`src/rtl/mem_stage_lsu_if.sv`:
```
// Data-memory port of the MEM-stage load/store unit.
// master = LSU, slave = data memory.
interface mem_stage_lsu_if;
    // dm_req rises with dm_we/dm_addr/dm_be/dm_wdata valid and holds them stable
    // until the edge that samples dm_ack; dm_ack is a one-cycle pulse and
    // dm_rdata is valid only in that cycle.
    logic        dm_req;
    logic        dm_we;
    logic [31:0] dm_addr;
    logic [3:0]  dm_be;
    logic [31:0] dm_wdata;
    logic        dm_ack;
    logic [31:0] dm_rdata;

    modport master (
        output dm_req, dm_we, dm_addr, dm_be, dm_wdata,
        input  dm_ack, dm_rdata
    );

    modport slave (
        input  dm_req, dm_we, dm_addr, dm_be, dm_wdata,
        output dm_ack, dm_rdata
    );
endinterface

```
`src/rtl/mem_stage_lsu.sv`:
```
// MEM-stage load/store unit: req/ack data-memory transaction, byte lanes, load extension.
// Optional feature macro: LSU_STAT_EN (cumulative stall-cycle counter on stat_stall_cnt).
module mem_stage_lsu #(
    parameter int TIMEOUT_CYCLES = 16
) (
    input  logic                  CLK,
    input  logic                  Reset,
    input  logic                  valid_in,
    input  logic                  mem_read,
    input  logic                  mem_write,
    input  logic [2:0]            funct3,
    input  logic [31:0]           addr,
    input  logic [31:0]           wdata,
    mem_stage_lsu_if.master       dm,
    output logic                  stall,
    output logic [31:0]           load_data,
    output logic                  done,
    output logic                  misalign,
    output logic                  bus_err,
    output logic [31:0]           stat_stall_cnt,
    output logic [1:0]            fsm_state
);

    typedef enum logic [1:0] {
        IDLE = 2'd0,
        REQ  = 2'd1,
        DONE = 2'd2
    } state_t;

    state_t      state;
    state_t      state_next;

    logic        start;
    logic        is_byte;
    logic        is_half;
    logic        mis_addr;
    logic [3:0]  be_new;
    logic [31:0] wdata_new;

    logic [7:0]  cnt;
    logic [1:0]  lo_q;
    logic [1:0]  size_q;
    logic        uns_q;
    logic [31:0] shifted;
    logic [31:0] ext;
    logic        expire;

    // funct3[1:0] alone selects the size, so illegal codes fall through to word.
    always_comb begin
        start     = valid_in & (mem_read | mem_write);
        is_byte   = (funct3[1:0] == 2'b00);
        is_half   = (funct3[1:0] == 2'b01);
        mis_addr  = (is_half & addr[0]) | (!is_byte && !is_half && addr[1:0] != 2'b00);
        be_new    = 4'b1111;
        wdata_new = wdata;
        if (is_byte) begin
            be_new    = 4'b0001 << addr[1:0];
            wdata_new = {4{wdata[7:0]}};
        end else if (is_half) begin
            be_new    = addr[1] ? 4'b1100 : 4'b0011;
            wdata_new = {2{wdata[15:0]}};
        end
    end

    always_comb begin
        shifted = dm.dm_rdata >> {lo_q, 3'b000};
        case (size_q)
            2'b00:   ext = uns_q ? {24'd0, shifted[7:0]}  : {{24{shifted[7]}}, shifted[7:0]};
            2'b01:   ext = uns_q ? {16'd0, shifted[15:0]} : {{16{shifted[15]}}, shifted[15:0]};
            default: ext = dm.dm_rdata;
        endcase
    end

    assign expire = (cnt == 8'(TIMEOUT_CYCLES - 1));

    always_ff @(posedge CLK) begin
        if (Reset) state <= IDLE;
        else       state <= state_next;
    end

    always_comb begin
        state_next = state;
        stall      = 1'b0;
        done       = 1'b0;
        misalign   = 1'b0;
        case (state)
            IDLE: begin
                if (start) begin
                    if (mis_addr) begin
                        misalign = 1'b1;
                    end else begin
                        stall      = 1'b1;
                        state_next = REQ;
                    end
                end
            end
            REQ: begin
                stall = 1'b1;
                if (dm.dm_ack || expire) state_next = DONE;
            end
            DONE: begin
                done       = 1'b1;
                state_next = IDLE;
            end
            default: state_next = IDLE;
        endcase
    end

    assign fsm_state = state;

    // An ack arriving on the timeout edge still completes the access normally.
    always_ff @(posedge CLK) begin
        if (Reset) begin
            dm.dm_req   <= 1'b0;
            dm.dm_we    <= 1'b0;
            dm.dm_addr  <= 32'd0;
            dm.dm_be    <= 4'd0;
            dm.dm_wdata <= 32'd0;
            load_data   <= 32'd0;
            bus_err     <= 1'b0;
            cnt         <= 8'd0;
            lo_q        <= 2'd0;
            size_q      <= 2'd0;
            uns_q       <= 1'b0;
        end else begin
            case (state)
                IDLE: begin
                    if (state_next == REQ) begin
                        dm.dm_req   <= 1'b1;
                        dm.dm_we    <= mem_write;
                        dm.dm_addr  <= {addr[31:2], 2'b00};
                        dm.dm_be    <= be_new;
                        dm.dm_wdata <= wdata_new;
                        load_data   <= 32'd0;
                        cnt         <= 8'd0;
                        lo_q        <= addr[1:0];
                        size_q      <= funct3[1:0];
                        uns_q       <= funct3[2];
                    end
                end
                REQ: begin
                    if (dm.dm_ack) begin
                        dm.dm_req <= 1'b0;
                        load_data <= dm.dm_we ? 32'd0 : ext;
                    end else if (expire) begin
                        dm.dm_req <= 1'b0;
                        bus_err   <= 1'b1;
                        load_data <= 32'd0;
                    end else begin
                        cnt <= cnt + 8'd1;
                    end
                end
                DONE: bus_err <= 1'b0;
                default: ;
            endcase
        end
    end

`ifdef LSU_STAT_EN
    logic [31:0] stall_cnt_q;

    always_ff @(posedge CLK) begin
        if (Reset)      stall_cnt_q <= 32'd0;
        else if (stall) stall_cnt_q <= stall_cnt_q + 32'd1;
    end

    assign stat_stall_cnt = stall_cnt_q;
`else
    assign stat_stall_cnt = 32'd0;
`endif

endmodule

```
`src/flat_wrapper.sv`:
```
// flat-port wrapper written by rule: the top's interface ports become plain ports
module mem_stage_lsu_flat 
#(
    parameter int TIMEOUT_CYCLES = 16
)
  (CLK, Reset, valid_in, mem_read, mem_write, funct3, addr, wdata, stall, load_data, done, misalign, bus_err, stat_stall_cnt, fsm_state, dm_dm_req, dm_dm_we, dm_dm_addr, dm_dm_be, dm_dm_wdata, dm_dm_ack, dm_dm_rdata);
  mem_stage_lsu_if dm_i ();
  input  logic CLK;
  input  logic Reset;
  input  logic valid_in;
  input  logic mem_read;
  input  logic mem_write;
  input  logic [2:0] funct3;
  input  logic [31:0] addr;
  input  logic [31:0] wdata;
  output logic stall;
  output logic [31:0] load_data;
  output logic done;
  output logic misalign;
  output logic bus_err;
  output logic [31:0] stat_stall_cnt;
  output logic [1:0] fsm_state;
  output wire logic [$bits(dm_i.dm_req)-1:0] dm_dm_req;
  output wire logic [$bits(dm_i.dm_we)-1:0] dm_dm_we;
  output wire logic [$bits(dm_i.dm_addr)-1:0] dm_dm_addr;
  output wire logic [$bits(dm_i.dm_be)-1:0] dm_dm_be;
  output wire logic [$bits(dm_i.dm_wdata)-1:0] dm_dm_wdata;
  input wire logic [$bits(dm_i.dm_ack)-1:0] dm_dm_ack;
  input wire logic [$bits(dm_i.dm_rdata)-1:0] dm_dm_rdata;
  assign dm_dm_req = dm_i.dm_req;
  assign dm_dm_we = dm_i.dm_we;
  assign dm_dm_addr = dm_i.dm_addr;
  assign dm_dm_be = dm_i.dm_be;
  assign dm_dm_wdata = dm_i.dm_wdata;
  assign dm_i.dm_ack = dm_dm_ack;
  assign dm_i.dm_rdata = dm_dm_rdata;
  mem_stage_lsu #(.TIMEOUT_CYCLES(TIMEOUT_CYCLES)) u_core (.CLK(CLK), .Reset(Reset), .valid_in(valid_in), .mem_read(mem_read), .mem_write(mem_write), .funct3(funct3), .addr(addr), .wdata(wdata), .dm(dm_i), .stall(stall), .load_data(load_data), .done(done), .misalign(misalign), .bus_err(bus_err), .stat_stall_cnt(stat_stall_cnt), .fsm_state(fsm_state));
endmodule
```
`config.mk`:
```
export PLATFORM = sky130hd
export DESIGN_NAME = mem_stage_lsu_flat
export DESIGN_NICKNAME = d
export VERILOG_FILES = /design/src/rtl/mem_stage_lsu_if.sv /design/src/rtl/mem_stage_lsu.sv /design/src/flat_wrapper.sv
export SDC_FILE = /design/constraint.sdc
export NUM_CORES = 1
export LEC_CHECK = 0
export ABC_AREA = 1
export BUFFER_PORTS_ARGS = -buffer_cell sky130_fd_sc_hd__buf_2
export CORE_UTILIZATION = 48
export CTS_CLUSTER_SIZE = 40
export DETAILED_ROUTE_END_ITERATION = 10
export GPL_TIMING_DRIVEN = 0
export PLACE_DENSITY = 0.81
export SLEW_MARGIN = 20
export SYNTH_ARGS = -nofsm -noshare
export SYNTH_HDL_FRONTEND = slang
export SYNTH_SLANG_ARGS = --single-unit
```
`constraint.sdc`:
```
create_clock -name CLK -period 2.1 [get_ports CLK]
set_clock_uncertainty 0.15 [all_clocks]
set_input_delay 0.42 -clock CLK [delete_from_list [all_inputs] [get_ports CLK]]
set_output_delay 0.42 -clock CLK [all_outputs]
set_load 0.01 [all_outputs]
```
==> run summary, run 1 <==
The root buffer cell chosen for the clock tree is clkbuf_16. The arrival time of the worst setup path is 1.42 ns. The overall die height is 109 microns. The core region is 11000 sq um. The instance count after placement with tap cells included is 1148. For the worst-skew pair, the clock arrives at the later sink with an insertion delay of 0.42 ns. The overall routed net length came out at 17300 microns. The remaining global-route overflow is 0. In this run the critical register-to-register path is captured at u_core.load_data[8]. The level count of the clock H-tree came out at 4. Across the run, the number of max-cap violations was 0. At the end of the flow, the number of nets in the layout was 1133. The register bit total from synthesis is 116. The number of placed I/O pins came out at 245. By startpoint and endpoint, the worst setup path is classified as reg -> out.

Across all register-to-register paths, the minimum setup slack is 0.23 ns. The cell depth of the worst hold path is 3. The run finished with clean final reports. The global-route track usage on met2 is 48.9%.

Measured along the x axis, the die boundary spans 109 microns. The total power divided by cell area came out at 867 nW/um^2. Buffers added to address setup during post-CTS repair amount to 0. The cell area after placement is 6870 sq um. The number of pins with negative max-slew slack in the final report is 0. The site row count came out at 38. The warning count from the yosys run came out at 0. The total setup violations reported at the end of the flow came out at 0. The sequential cell area fraction in the yosys report came out at 42.0%. The headroom to the max-slew limit came out at 55.8%. The highest clock rate came out at 501 MHz. Along the worst path, the maximum fanout reaches 9.

The share of cells above drive strength 1 came out at 33.6%. The number of buffers inserted during clock tree synthesis is 17. Synthesis instantiated 38 different standard cells from the library. Counting along the longest clock path gives a buffer depth of 2. The required time reported for the critical path endpoint is 1.53 ns. The number of clock sinks came out at 116. The met3 layer usage reported by global route is 8.30%. The layer with the highest usage after global routing is met2. The number of enable flip-flop cells after synthesis is 0. The total negative slack for setup checks is 0 ns. The area of all placed cells without fillers is 7510 sq um.

In this run the worst hold path is classified as in -> reg. The clock period minus worst slack came out at 1.99 ns. The number of hold violations in the final report was 0. The count of non-filler cells in the finished layout is 1181. TritonCTS built the clock tree. For the pin with the worst max-slew slack, the measured transition is 0.663 ns. The final cycle utilization of the critical path came out at 95.0%. The cell count after synthesis is 767. In the global route stage, met1 resource usage came out at 34.3%.

The overall routing resource usage is 29.4%. The first routing iteration left 387 violations. The largest net degree at the start of global routing is 17.

The number of cells on the worst reg-to-reg path is 8. The post-synthesis async set-or-reset flop share came out at 0%. The startpoint identified for the worst register-to-register timing path is u_core.fsm_state[0]. The count of nets left with antenna violations once routing finished came out at 0. The library cell used most frequently in the layout, excluding fill and tap cells, is buf_2. The clock transition time at the flip-flop clock pins of the worst setup and hold paths is 0.06 ns.

The total iterations of the first detailed-routing run came out at 6. VDD sags by at most 0.707 mV. The ratio of routed vias to standard cells is 5.10. In the routed design, unresolved DRC markers number 0. The routed length per instance came out at 14.7 microns. The number of buffer cells added on primary ports came out at 208. The leakage dissipation came out at 3.64 nW. The die covers 11900 sq um. The critical hold path startpoint is addr[10]. Once detailed placement completed, the half-perimeter wirelength came to 12900 microns. The number of global-route vias before repair came to 5596.

The worst setup path is captured at an output port. The initial core utilization is 50.1%. The area of the mapped netlist is 5530 sq um. The end-of-flow core utilization came out at 68.1%. Leaving out fill and tap cells, the most frequent cells in the layout are buf_2, nand2_1, dfxtp_1, nor2_1, a21oi_1. The path with the worst hold slack has its endpoint at u_core.dm.dm_addr[10].

The routability congestion estimate came out at 0.942. Summing over every cut layer, the via total after detailed routing is 6018. The mean cell area of the mapped netlist came out at 7.21 sq um. The total power draw came out at 6.51 mW. The initial antenna violation count came out at 1. The first global-routing pass estimated 26700 microns of wire. The commonest register cell after synthesis is dfxtp_1. The growth of design area from synthesis to finish is 35.8%.

The sort of element at the start of the critical path is a flop.
==> synth_stat cells (2+ instances only) <==
cell        n  share of area, %
buf_6       2              0.41
o21ai_0    70               6.3
clkbuf_1   23               1.6
nand2_4     2              0.41
nand2_1   159                11
a21oi_1    79               7.2
nand2_2     4              0.45
a211oi_1    2              0.27
inv_1      31               2.1
a31o_2      3              0.48
or2_2       7              0.79
nor3_1      3              0.27
a31oi_1     8              0.91
a21oi_2    11               1.7
nor2_1     95               6.5
o21ai_1    21               1.9
nor2_4      2              0.41
o211ai_1    9               1.2
dfxtp_1   116                42
inv_2       9              0.61
nand3_1    32               2.9
buf_2      12               1.1
buf_4      42               5.7
nand3_2    11               2.0
==> per-stage QoR <==
stage                     setup slack [ns]  hold slack (ns)
after floorplan                      0.434            0.310
after global placement              0.0793            0.296
after detailed placement            0.0838            0.303
after CTS                           0.0535            0.100
after global routing              -0.00409            0.104
final                                0.106            0.107
==> flip-flops by register name (all words and copies together) (netlist names) <==
name,count
u_core.lo_q,2
u_core.dm.dm_we,1
u_core.dm.dm_be,4
u_core.fsm_state,2
u_core.dm.dm_addr,30
u_core.bus_err,1
u_core.size_q,2
u_core.cnt,8
u_core.uns_q,1
u_core.load_data,32
u_core.dm.dm_wdata,32
u_core.dm.dm_req,1
==> worst max-delay path, stage by stage (launching register included) <==
cell	delay, ns
dfxtp_1	0.34
inv_1	0.08
nand2_1	0.08
nor2_2	0.16
nand2_4	0.12
nand2_2	0.10
buf_2	0.13
==> cells by family (layout without fill, tap and decap cells) <==
family | after synthesis | count (layout) | synth area share [%]
flip-flops | 116 | 116 | 42.0
AND/OR/NAND/NOR | 321 | 321 | 25.3
buffers and inverters | 122 | 362 | 12.0
adder cells (fa/ha/maj) | 1 | 1 | 0.226
other | 1 | 35 | 0.0678
AO/OA/AOI/OAI | 206 | 206 | 20.4
==> report_power, final <==
part | switching (mW) | internal (mW) | leakage [nW]
clock | 1.08 | 2.00 | 0.298
sequential | 0.0705 | 2.33 | 0.946
combinational | 0.623 | 0.405 | 2.39
==> metal layers <==
layer / vias up / share of wire, %
met1: 2702 / 40
met5: - / 0
li1: 2977 / -
met3: 37 / 9.4
met2: 302 / 48
met4: 0 / 2.6
==> what timing repair did <==
item | CTS | global route
hold buffers | 0 | 0
endpoints found under the setup margin | 0 | 2
resized for setup | 0 | 2
==> worst max path at each step <==
stage | slack, ns | startpoint | depth (start not counted) | endpoint
6_report | 0.11 | u_core.fsm_state[1] | 6 | stall
5_1_grt | -0.004 | u_core.fsm_state[1] | 6 | stall
4_1_cts | 0.05 | u_core.fsm_state[1] | 6 | stall
3_5_place_dp | 0.08 | funct3[1] | 9 | u_core.dm.dm_be[3]
3_3_place_gp | 0.08 | funct3[1] | 9 | u_core.dm.dm_be[3]
2_1_floorplan | 0.43 | funct3[1] | 10 | u_core.dm.dm_wdata[23]
==> area by class of cell <==
cell class	instances	area (sq um)
Clock buffer	18	429
Inverter	40	150
Fill cell	987	3520
Sequential cell	116	2320
Buffer	82	513
Antenna cell	1	2.50
Multi-Input combinational cell	562	2670
Timing Repair Buffer	208	1040
Tap cell	140	175
Clock inverter	14	200
Note: power is estimated with default switching activity, not from simulation.
==> run 2, diff against run 1 <==
Settings changed: REMOVE_ABC_BUFFERS from default to 1.
==> run 2 against run 1 <==
Cell count is 5.7% lower; count of clock-buffer cells in the layout increased by 1; final area shrank 4.3%; maximum frequency fell by 2.3%; core utilization decreased by 3.0 points; wire length fell by 9.5%; total power fell by 3.3%; sequential cell count is the same; critical path depth unchanged; via count fell by 5.8%; first-iteration DRC count shrank 7.5%.
==> run summary, run 2 (synthesis results as in run 1) <==
The run finished with clean final reports. The overall routed net length came out at 15700 microns. The total power draw is 6.29 mW. The routability congestion estimate came out at 0.844.

The number of hold buffers added after CTS was 0. The total setup violations reported at the end of the flow came out at 0. The total iterations of the first detailed-routing run came out at 5. For this run, design rule violations remaining after detail routing come to 0. TritonCTS built the clock tree. The setup path with the least slack is of type in -> out. The buffering stage count on the worst path with inverters included came out at 3. The kind of capture point of the worst setup path is an output port.

The net total in the final layout is 1067. Static timing analysis puts the maximum clock frequency at 490 MHz. Setup repair after global routing could not meet its margin everywhere.

CTS built an H-tree with a depth of 4. The headroom to the max-slew limit came out at 57.2%. The maximum clock insertion buffer count came out at 2. The number of hold violations in the final report is 0.

The class of the tightest hold or removal check is in -> reg. The number of global-route vias before repair is 4960. Detailed routing inserted a total of 5670 vias. The worst hold slack across all endpoints is 0.111 ns. The reported net switching power came out at 1.70 mW. After global routing the overflow that remains totals 0. In this run the worst path has a maximum fanout of 27. The share of cells above drive strength 1 is 32.4%.

Registers are responsible for 38.3% of the overall power. The area of the die is 11900 sq um. The placeable core region came out at 11000 sq um.

Once placement finished, the instance area stood at 6420 sq um. The number of placed I/O pins came out at 245. The initial antenna violation count was 3. The routed length per instance is 14.1 microns. The measured slew at the worst slew-check pin came out at 0.640 ns. The die is 109 microns tall.

The chip width is 109 microns. The number of buffers inserted during clock tree synthesis came out at 17. The tool flagged a number of max-cap violations equal to 0. The share of total power dissipated in combinational logic is 14.7%. The first global-routing pass estimated 24000 microns of wire.

The tree is rooted in a clkbuf_16. The initial utilization of the core area, before any placement, comes to 50.1%. The wire-length estimate of the detail-placed layout is 10200 microns.

The largest registers in the layout are u_core.dm.dm_wdata (32), u_core.load_data (32), u_core.dm.dm_addr (30). Data arrives at the worst endpoint at 1.47 ns. The area of all placed cells without fillers came out at 7180 sq um.

The share of total power in the clock network is 47.0%. At the later pin of the worst-skew pair, clock insertion delay measures 0.40 ns. The clock transition time at the flip-flop clock pins of the worst setup and hold paths came out at 0.06 ns. The instance count after placement with tap cells included came out at 1070.

The internal power of the cells is 4.59 mW. The final-layout fill cell count came out at 995. The number of clock sinks came out at 116. Entering global routing, the biggest net connects 78 pins. The leakage dissipation came out at 3.39 nW.

The signal on the critical path passes through buf_6, inv_2, nand2_4, nand2_2, nor3_1, buf_2. The sort of element at the start of the critical path is an input pin. The number of buffer cells added on primary ports is 210. The library cell contributing the largest single delay on the critical path is nor3_1.

The count of non-filler cells in the finished layout is 1114. The library cell used most frequently in the layout, excluding fill and tap cells, is buf_2. VDD sags by at most 0.682 mV.

In the routed layout, each cell is associated on average with a via count of 5.09. Leaving out fill and tap cells, the most frequent cells in the layout are buf_2, nand2_1, dfxtp_1, nor2_1, a21oi_1. At the worst endpoint, the required time is 1.53 ns.

In this run the core area contains 38 standard-cell rows. Grouping stages by cell kind, the critical path spends the most delay in simple AND/OR/NAND/NOR gates. Global routing used 26.0% of the available tracks. The largest single stage delay on the critical path is 0.22 ns. Compared with the post-synthesis result, the final layout area differs by 29.9%.

Power spread over the standard cell area amounts to 876 nW/um^2. Counting I/O delays and the setup requirement, the final critical path takes 2.04 ns. The number of routed nets with antenna violations came out at 0. The number of diodes added for antenna fixing came out at 0.

The number of DRC violations after detailed-routing iteration 0 is 358. Dividing the final minimum period by the clock period gives 97.2%. The net switching fraction of the power came out at 27.0%. The number of pins with negative max-slew slack in the final report came out at 0.
## run 2: area by class of cell
class                           count  area [sq um]  area share [%]
Tap cell                          140           175            2.44
Inverter                           40           156            2.18
Timing Repair Buffer              221          1170            16.4
Clock buffer                       19           453            6.31
Clock inverter                     13           155            2.16
Sequential cell                   116          2330            32.4
Multi-Input combinational cell    565          2740            38.1
## run 2: tightest hold or removal path: cells and delay by family
family	cells	cell delay, ns
AOI/OAI and AO/OA	1	0.07
buffers and inverters	1	0.07
and+or+nand+nor	1	0.07
## run 2: worst paths after layout
| kind | startpoint | to | slack (ns) | depth (start not counted) |
|---|---|---|---|---|
| max | funct3[1] | misalign | 0.06 | 6 |
| min | addr[7] | u_core.dm.dm_addr[7] | 0.11 | 3 |
| max reg2reg | u_core.cnt[0] | u_core.load_data[29] | 0.15 | 6 |
| min reg2reg | u_core.dm.dm_req | u_core.dm.dm_req | 0.31 | 2 |
## run 2: routing by layer
layer	GRT usage, %	wire length (microns)	vias to the layer above
li1	-	-	2855
met1	30.6	6360	2544
met2	44.1	7570	245
met3	9.72	1510	22
met4	7.62	197	4
met5	0	20	-
## run 2: power by group through the flow
stage | sequential [mW] | combinational [mW] | clock [mW]
floorplan | 2.50 | 0.444 | 0
global placement | 2.44 | 0.860 | 0
detailed placement | 2.45 | 0.878 | 0
CTS | 2.40 | 0.906 | 2.98
global route | 2.42 | 1.02 | 3.11
finish | 2.41 | 0.926 | 2.96
## run 2: metrics by stage
step                      setup slack (ns)  utilization, %  setup TNS (ns)
after floorplan                     -0.458               -          -25.34
after global placement               -1.59            57.7         -139.81
after detailed placement            -0.943            58.2          -87.33
after CTS                          0.00728            64.4               0
after global routing               -0.0706            65.1          -0.676
final                               0.0587            65.1               0
## run 2: timing repair
action / CTS / global route
cloned: 2 / 1
endpoints found under the setup margin: 115 / 44
resized for setup: 14 / 3
buffers inserted: 1 / 8
pin swaps: 3 / 4
